## config.mk

```make
export PLATFORM = sky130hd
export DESIGN_NAME = entrada_clave_flat
export DESIGN_NICKNAME = d
export VERILOG_FILES = /design/src/rtl/entrada_clave_pkg.sv /design/src/rtl/entrada_clave_if.sv /design/src/rtl/entrada_clave_antirrebote.sv /design/src/rtl/entrada_clave.sv /design/src/flat_wrapper.sv
export SDC_FILE = /design/constraint.sdc
export NUM_CORES = 1
export LEC_CHECK = 0
export ABC_CLOCK_PERIOD_IN_PS = 4860
export CORE_UTILIZATION = 55
export CTS_BUF_LIST = sky130_fd_sc_hd__clkbuf_8
export CTS_CLUSTER_DIAMETER = 200
export DETAILED_ROUTE_END_ITERATION = 8
export PLACE_DENSITY = 0.76
export SETUP_SLACK_MARGIN = 0.02
export SLEW_MARGIN = 25
export SYNTH_ARGS = -nofsm -noshare
export SYNTH_HDL_FRONTEND = slang
export SYNTH_SLANG_ARGS = --single-unit
export TNS_END_PERCENT = 10
```

## constraint.sdc

```tcl
create_clock -name clk -period 4.86 [get_ports clk]
set_input_delay 0.486 -clock clk [delete_from_list [all_inputs] [get_ports clk]]
set_output_delay 0.486 -clock clk [all_outputs]
set_load 0.02 [all_outputs]
```

## src/rtl/entrada_clave_pkg.sv

```systemverilog
// Shared constants for keypad PIN entry: key codes, PIN length
// and FSM state encoding.
package entrada_clave_pkg;

   localparam logic [3:0] TECLA_BORRAR = 4'hA;
   localparam logic [3:0] TECLA_ENTER  = 4'hB;
   localparam int         NUM_DIGITOS  = 4;

   localparam logic [1:0] INACTIVO = 2'd0;
   localparam logic [1:0] CAPTURA  = 2'd1;
   localparam logic [1:0] LLENO    = 2'd2;

   function automatic logic es_digito(input logic [3:0] c);
      return (c <= 4'd9);
   endfunction

endpackage

```

## src/rtl/entrada_clave_if.sv

```systemverilog
// Keypad-side inputs and controller-side PIN outputs.
// master: keypad/controller side, slave: entrada_clave.
import entrada_clave_pkg::*;

interface entrada_clave_if;

   logic        tecla_presionada;
   logic [3:0]  tecla_codigo;
   logic        habilitado;
   logic        bloqueo;
   logic [15:0] clave_ingresada;
   logic        clave_valida;
   logic [2:0]  digitos_cnt;
   logic        error_entrada;

   modport master (
      output tecla_presionada, tecla_codigo, habilitado, bloqueo,
      input  clave_ingresada, clave_valida, digitos_cnt, error_entrada
   );

   modport slave (
      input  tecla_presionada, tecla_codigo, habilitado, bloqueo,
      output clave_ingresada, clave_valida, digitos_cnt, error_entrada
   );

endinterface

```

## src/rtl/entrada_clave_antirrebote.sv

```systemverilog
// 2-FF synchronizer + debouncer on the raw key line.
// Ports: clk, reset (sync, active-low), i_tecla raw, o_evento press pulse.
module antirrebote #(
   parameter int DEBOUNCE_CICLOS = 4
) (
   input  logic clk,
   input  logic reset,
   input  logic i_tecla,
   output logic o_evento
);

   localparam int CW = $clog2(DEBOUNCE_CICLOS + 1);

   logic          r_sync1;
   logic          r_sync2;
   logic          r_estable;
   logic [CW-1:0] r_cnt;
   logic          r_evento;

   assign o_evento = r_evento;

   // r_cnt counts consecutive samples disagreeing with r_estable;
   // the toggle lands on the DEBOUNCE_CICLOS-th one, so it never wraps.
   always_ff @(posedge clk) begin
      if (!reset) begin
         r_sync1   <= 1'b0;
         r_sync2   <= 1'b0;
         r_estable <= 1'b0;
         r_cnt     <= '0;
         r_evento  <= 1'b0;
      end else begin
         r_sync1  <= i_tecla;
         r_sync2  <= r_sync1;
         r_evento <= 1'b0;
         if (r_sync2 != r_estable) begin
            if (r_cnt >= CW'(DEBOUNCE_CICLOS - 1)) begin
               r_estable <= r_sync2;
               r_cnt     <= '0;
               r_evento  <= r_sync2;
            end else begin
               r_cnt <= r_cnt + 1'b1;
            end
         end else begin
            r_cnt <= '0;
         end
      end
   end

endmodule

```

## src/rtl/entrada_clave.sv

```systemverilog
// Keypad PIN entry: assembles four BCD digits and strobes the PIN out.
// Ports: clk, reset (sync, active-low), bus (entrada_clave_if.slave).
import entrada_clave_pkg::*;

module entrada_clave #(
   parameter int DEBOUNCE_CICLOS = 4,
   parameter int TIMEOUT_CICLOS  = 1000
) (
   input logic           clk,
   input logic           reset,
   entrada_clave_if.slave bus
);

   localparam int IW = $clog2(TIMEOUT_CICLOS + 1);

   logic          w_evento;
   logic          w_bloq;
   logic          w_digito;
   logic          w_enter;
   logic          w_borrar;
   logic [3:0]    w_cod;

   logic [1:0]    r_estado;
   logic [15:0]   r_buf;
   logic [2:0]    r_cnt;
   logic [IW-1:0] r_idle;
   logic [15:0]   r_clave;
   logic          r_valida;
   logic          r_error;

   antirrebote #(
      .DEBOUNCE_CICLOS(DEBOUNCE_CICLOS)
   ) u_antirrebote (
      .clk      (clk),
      .reset    (reset),
      .i_tecla  (bus.tecla_presionada),
      .o_evento (w_evento)
   );

   // The code is taken on the event cycle; it is stable while pressed.
   assign w_cod    = bus.tecla_codigo;
   assign w_digito = es_digito(w_cod);
   assign w_enter  = (w_cod == TECLA_ENTER);
   assign w_borrar = (w_cod == TECLA_BORRAR);
   assign w_bloq   = !bus.habilitado || bus.bloqueo;

   assign bus.clave_ingresada = r_clave;
   assign bus.clave_valida    = r_valida;
   assign bus.digitos_cnt     = r_cnt;
   assign bus.error_entrada   = r_error;

   // Priority: disable > key event > timeout.
   always_ff @(posedge clk) begin
      r_valida <= 1'b0;
      r_error  <= 1'b0;
      if (!reset) begin
         r_estado <= INACTIVO;
         r_buf    <= '0;
         r_cnt    <= '0;
         r_idle   <= '0;
         r_clave  <= '0;
      end else if (w_bloq) begin
         r_estado <= INACTIVO;
         r_buf    <= '0;
         r_cnt    <= '0;
         r_idle   <= '0;
      end else if (w_evento) begin
         r_idle <= '0;
         case (r_estado)
            INACTIVO: begin
               if (w_digito) begin
                  r_estado <= CAPTURA;
                  r_buf    <= {12'h000, w_cod};
                  r_cnt    <= 3'd1;
               end
            end
            CAPTURA: begin
               if (w_digito) begin
                  r_buf <= {r_buf[11:0], w_cod};
                  r_cnt <= r_cnt + 3'd1;
                  if (r_cnt == 3'(NUM_DIGITOS - 1))
                     r_estado <= LLENO;
               end else if (w_enter || w_borrar) begin
                  r_error  <= w_enter;
                  r_estado <= INACTIVO;
                  r_buf    <= '0;
                  r_cnt    <= '0;
               end
            end
            LLENO: begin
               if (w_enter || w_borrar) begin
                  r_valida <= w_enter;
                  if (w_enter)
                     r_clave <= r_buf;
                  r_estado <= INACTIVO;
                  r_buf    <= '0;
                  r_cnt    <= '0;
               end
            end
            default: begin
               r_estado <= INACTIVO;
               r_buf    <= '0;
               r_cnt    <= '0;
            end
         endcase
      end else if (r_estado == INACTIVO) begin
         r_idle <= '0;
      end else if (r_idle >= IW'(TIMEOUT_CICLOS - 1)) begin
         // This idle cycle is number TIMEOUT_CICLOS since the last event.
         r_error  <= 1'b1;
         r_estado <= INACTIVO;
         r_buf    <= '0;
         r_cnt    <= '0;
         r_idle   <= '0;
      end else begin
         r_idle <= r_idle + 1'b1;
      end
   end

endmodule
```

## src/flat_wrapper.sv

```systemverilog
// flat-port wrapper written by rule: the top's interface ports become plain ports
module entrada_clave_flat 
#(
   parameter int DEBOUNCE_CICLOS = 4,
   parameter int TIMEOUT_CICLOS  = 1000
)
  (clk, reset, bus_tecla_presionada, bus_tecla_codigo, bus_habilitado, bus_bloqueo, bus_clave_ingresada, bus_clave_valida, bus_digitos_cnt, bus_error_entrada);
  entrada_clave_if bus_i ();
  input logic clk;
  input logic reset;
  input wire logic [$bits(bus_i.tecla_presionada)-1:0] bus_tecla_presionada;
  input wire logic [$bits(bus_i.tecla_codigo)-1:0] bus_tecla_codigo;
  input wire logic [$bits(bus_i.habilitado)-1:0] bus_habilitado;
  input wire logic [$bits(bus_i.bloqueo)-1:0] bus_bloqueo;
  output wire logic [$bits(bus_i.clave_ingresada)-1:0] bus_clave_ingresada;
  output wire logic [$bits(bus_i.clave_valida)-1:0] bus_clave_valida;
  output wire logic [$bits(bus_i.digitos_cnt)-1:0] bus_digitos_cnt;
  output wire logic [$bits(bus_i.error_entrada)-1:0] bus_error_entrada;
  assign bus_i.tecla_presionada = bus_tecla_presionada;
  assign bus_i.tecla_codigo = bus_tecla_codigo;
  assign bus_i.habilitado = bus_habilitado;
  assign bus_i.bloqueo = bus_bloqueo;
  assign bus_clave_ingresada = bus_i.clave_ingresada;
  assign bus_clave_valida = bus_i.clave_valida;
  assign bus_digitos_cnt = bus_i.digitos_cnt;
  assign bus_error_entrada = bus_i.error_entrada;
  entrada_clave #(.DEBOUNCE_CICLOS(DEBOUNCE_CICLOS), .TIMEOUT_CICLOS(TIMEOUT_CICLOS)) u_core (.clk(clk), .reset(reset), .bus(bus_i));
endmodule
```

# Yosys cells after proc, flatten, opt, wreduce, memory -nomap -nowiden
# Cells that the tools add are included.
# totals
ff_bits,56
input_bits,9
output_inout_bits,21
wordCells,74
# classes
n_addsub,3
magnitude_cmp,3
n_eq_ne,9
n_mux,28
bitwise_logic,5
n_reduce_logical,14
# op_table
cell,count
$mux 16,6
$pmux 16 s3,1
$mux 3,6
$mux 2,7
$add 10x1->10 const B,1
$ge 10x10->1 const B,1
$pmux 3 s3,1
$eq 4x4->1 const B,2
$add 3x1->3 const B,2
$mux 1,6
$pmux 2 s3,1
$reduce_and 3->1,2
$not 1->1,5
$reduce_and 5->1,1
$reduce_or 5->1,1
$le 4x4->1 const B,1
$ne 4x4->1 const B,1
$reduce_and 4->1,1
$reduce_or 4->1,1
$eq 3x2->1 const B,1
$ge 3x2->1 const B,1
$reduce_or 3->1,1
$eq 2x1->1 const B,1
$eq 2x2->1 const B,1
other kinds (9),10

# Depth between registers and ports, before layout
# logic_depth
ltp_word,6
depth_mapped,7
depth_no_buf,6

# Hierarchy
# From an unflattened synthesis, not the netlist that was laid out.
# unflattened
cells_unflattened,243
area_unflattened_um2,2414.8
# by_module_without_submodules
mod,n_inst,cells_each,area_per_inst_um2,seq_area_each_um2
entrada_clave,1,221,2164.6,980.9
antirrebote,1,22,250.2,140.1

# Worst setup path before layout
# No wires, ideal clock.
# synth_path
path_type,input to register
startpoint,input bus_tecla_codigo[3]
endpoint,register u_core.r_clave[3] (netlist: u_core.bus.clave_ingresada[3])
setup_ns,0.116
t_arrival_ns,1.580
required_ns,4.744
slack_ns,3.164
path_stages,7
n_path_buf,3
path_cell_list,buf_2 -> nand3b_4 -> nor4_2 -> buf_6 -> buf_12 -> mux2i_1 -> nor2b_1
# synth_via
elab_chain_len,3
word_cells_on_any_way,4
classes_between,eq/ne (2); reduce/logical (2)
# synth_lines
item,line,text
start: declaration,flat_wrapper.sv:12,input wire logic [$bits(bus_i.tecla_codigo)-1:0] bus_tecla_codigo;
$eq 4x4->1 (on tied branches),"entrada_clave.sv:43, entrada_clave.sv:44",
$logic_or 1x1->1,entrada_clave.sv:91,if (w_enter || w_borrar) begin
$reduce_and 5->1 (no source line) *,--,
end signal: assignment,entrada_clave.sv:94,r_clave <= r_buf;
end: declaration,entrada_clave.sv:27,logic [15:0] r_clave;
# Every way passes the cells marked *; elsewhere a longest branch is shown, timed or not.
# A chain may end at the register's enable or synchronous reset.

# Worst setup path in the final report
# layout_path
startpoint,input reset
endpoint,register u_core.r_buf[13]
# layout_via
elab_chain_len,2
# layout_lines
item,line,text
start: declaration,flat_wrapper.sv:10,input logic reset;
$not 1->1 (no source line),--,
$reduce_or 2->1 (no source line),--,
end signal: assignment,entrada_clave.sv:73,"r_buf <= {12'h000, w_cod};"
end signal: assignment,entrada_clave.sv:79,"r_buf <= {r_buf[11:0], w_cod};"
end: declaration,entrada_clave.sv:24,logic [15:0] r_buf;
# No other way between the ends.

==> results by group <==
Layout
  • Final instance count without filler cells: 310
  • Layout cells sized above 1: 6.92%
  • Nets@finish: 273
  • N_diodes: 0
  • Synthesis-to-layout area growth: 15.1%
  • FF/Latch Area: 1120 sq um
  • Final core occ: 67.5%
  • Filler cells: 332
  • Area of the multi-input gates: 1160 sq um
  • Post-route design area: 2760 sq um

Timing
  • Worst hold slack: 445 ps
  • Setup TNS: 0 ps
  • Final WS setup: 2400 ps
  • Clock skew: 12.6 ps
  • Worst slew pin tran: 674 ps
  • Max transition margin: 54.9%
  • Endpoints failing hold: 0
  • Max-slew violations: 0
  • Part of the cycle the worst path needs: 50.6%
  • Final Setup Violations: 0
  • RSZ-0062 raised after global routing: no
  • Min cycle time layout: 2460 ps
  • F_max: 0.407 GHz

Clock network
  • Clock buffers created by TritonCTS: 5
  • Worst-skew pair later-pin latency: 310 ps
  • Post-CTS Setup Bufs: 0
  • Post-CTS sizing: 0
  • CTS Root Cell: clkbuf_8
  • Clk pin slew, worst setup/hold paths: 100 ps
  • CTS tree: yes
  • Clock sink count: 56
  • Buffer depth of the longest clock path: 2
  • Cts hold-fix bufs: 0
  • H-Tree Depth: 2

Power
  • Combinational fraction of design power: 3.6%
  • Peak supply drop: 181 uV
  • Switching part of the total: 22.5%
  • Clock power share: 34.5%
  • P_int: 0.576 mW
  • Seq pwr share: 62.0%
  • Static leakage: 0.954 nW
  • Total power: 0.743 mW
  • Net load switching power: 0.167 mW
  • Pwr/cell area: 269 nW/um^2

Die
  • Die Wd: 68.0 microns
  • FP Rows: 23
  • Die Height: 68.0 microns
  • Starting Density: 58.7%
  • Die area: 4630 sq um
  • Core Area: 4090 sq um
  • I/O pin count: 30

Worst hold path
  • Min-delay src: u_core.u_antirrebote.r_sync1
  • Hold endpoint: u_core.u_antirrebote.r_sync2
  • Worst hold stages: 1
  • HP Class: reg2reg

Routing
  • Via density: 5.47
  • DRC violations left: 0
  • Final ANT Viol Nets: 0
  • Vias: 1695
  • Post-DR wirelength/cell: 13.3 microns
  • TritonRoute pass-1 iters: 4
  • DRT iter0 DRCs: 85
  • Drt total wl: 4110 microns

Global routing
  • Largest net degree at the start of global routing: 25
  • Vias in the first global route: 1524
  • GRT Util Overall: 20.2%
  • Antenna violations before repair: 0
  • First-pass GRT wire length: 7000 microns
  • Total gr overflow: 0

Placed design
  • Dpl cells: 302
  • DPL Wire Length: 2930 microns
  • DP Area: 2670 sq um
  • Placer Congestion: 0.826
  • Input/output buffers: 29
  • DP Worst Slack: 2080 ps

Worst setup path
  • Crit path DAT: 2720 ps
  • WP data required: 5120 ps
  • Worst r2r src: u_core.r_estado[1]
  • CP max FO: 24
  • Max incr delay on CP: 900 ps
  • Slowest CP cell: clkdlybuf4s50_1
  • Worst r2r dst: u_core.bus.clave_ingresada[2]
  • CP Class: in2reg
  • Critical path cell sequence: clkdlybuf4s50_1, nand3b_1, or2_1, o2bb2ai_2, a22o_1
  • Startpoint Class: primary input
  • Endpoint class of the critical path: flip-flop
  • FF-to-FF path depth: 5
  • R2R Setup Slk: 2940 ps

Outcome
  • Status: complete, no violations

Synthesis
  • Syn_nets: 249
  • Area leader, netlist: dfxtp_1
  • Top cell type's share of synthesized area: 46.7%
  • Post-synthesis cell type count: 47
  • Synth Warn #: 0
  • Avg Cell Area, Syn: 10.2 sq um
  • FF+latch count, synth: 56
  • Synth top area cells: dfxtp_1, mux2i_1, a22o_1, nor2b_1, nor2_1
  • Post-synthesis sequential area ratio: 46.7%
  • Cell count after synthesis: 235
  • Cell area after synthesis: 2400 sq um

Job
  • Number of max-cap violations: 0
[critical path: cells and delay by family]
family	cells	cell delay [ps]
AND/OR/NAND/NOR	2	580
AO/OA/AOI/OAI	2	740
buffers and inverters	1	900
[flip-flops by register name, indices dropped and copies added (netlist names)]
register / count
u_core.u_antirrebote.o_evento: 1
u_core.u_antirrebote.r_sync1: 1
u_core.bus.clave_valida: 1
u_core.r_estado: 2
u_core.u_antirrebote.r_estable: 1
u_core.bus.digitos_cnt: 3
u_core.bus.error_entrada: 1
u_core.u_antirrebote.r_cnt: 3
u_core.r_buf: 16
u_core.r_idle: 10
u_core.bus.clave_ingresada: 16
u_core.u_antirrebote.r_sync2: 1
[power by group through the flow]
stage	registers, mW	logic, mW	clock network [mW]
2_1_floorplan	0.471	0.0167	0
3_3_place_gp	0.471	0.0262	0
3_5_place_dp	0.471	0.0263	0
4_1_cts	0.460	0.0264	0.262
5_1_grt	0.460	0.0291	0.276
6_report	0.460	0.0264	0.256
[synthesized netlist by cell type (all sizes together)]
cell type  count
nor3b          1
a21oi          4
a32oi          1
nor2          23
xor2           3
or2            1
buf            9
and4           1
nor4b          1
nor3           5
nand4b         1
a32o           3
o32a           1
clkbuf         4
xnor2          5
ha             5
nand3          7
nor2b         19
nand4          2
a221oi         1
or3b           1
o32ai          1
and3b          1
mux2i         17
a211oi         4
dfxtp         56
inv            8
o21ai          4
a2111oi        1
a22o          16
and2           4
o2bb2ai        1
nand2b         3
nand3b         4
nor4           1
and2b          1
nand2         12
o31ai          2
a21boi         1
[cell usage in the layout, fill, tap and decap left out, drive strengths merged, types with 7 or more instances in the layout]
cell type,instances
a22o,16
clkdlybuf4s50,29
dfxtp,56
inv,9
mux2i,17
nand2,12
nand3,7
nor2,23
nor2b,19
[cell type report]
cell class | instances | share of cell area [%]
clock inverter | 3 | 0.816
multi-input combinational | 158 | 41.9
timing repair buffer | 30 | 10.8
sequential | 56 | 40.6
inverter | 8 | 1.09
clock buffer | 5 | 2.49
tap | 50 | 2.27
[cell families (layout without fill, tap and decap cells)]
group	after synthesis	in the layout	synth area share, %
AO/OA/AOI/OAI	40	40	14.1
XOR/XNOR	8	8	2.92
adder cells (fa/ha/maj)	5	5	2.61
buffers and inverters	21	46	5.37
flip-flops	56	56	46.7
multiplexers	17	17	7.09
AND/OR/NAND/NOR	88	88	21.2
[per-layer routing]
metal | up-vias | track usage, % | part of all wire, %
li1 | 877 | - | -
met1 | 782 | 26.8 | 51
met2 | 30 | 32.1 | 45
met3 | 6 | 4.67 | 3.0
met4 | 0 | 6.77 | 1.4
met5 | - | 0 | 0
[worst max-delay path by stage]
stage                                               end  slack [ps]                 from  cells after the start
after floorplan           u_core.bus.clave_ingresada[3]        3160  bus_tecla_codigo[3]                      7
after global placement                 u_core.r_buf[13]        2140                reset                      5
after detailed placement               u_core.r_buf[13]        2080                reset                      5
after CTS                              u_core.r_buf[13]        2400                reset                      5
after global routing                    u_core.r_buf[7]        2170                reset                      5
final                                  u_core.r_buf[13]        2400                reset                      5
(Power assumes the default switching activity.)
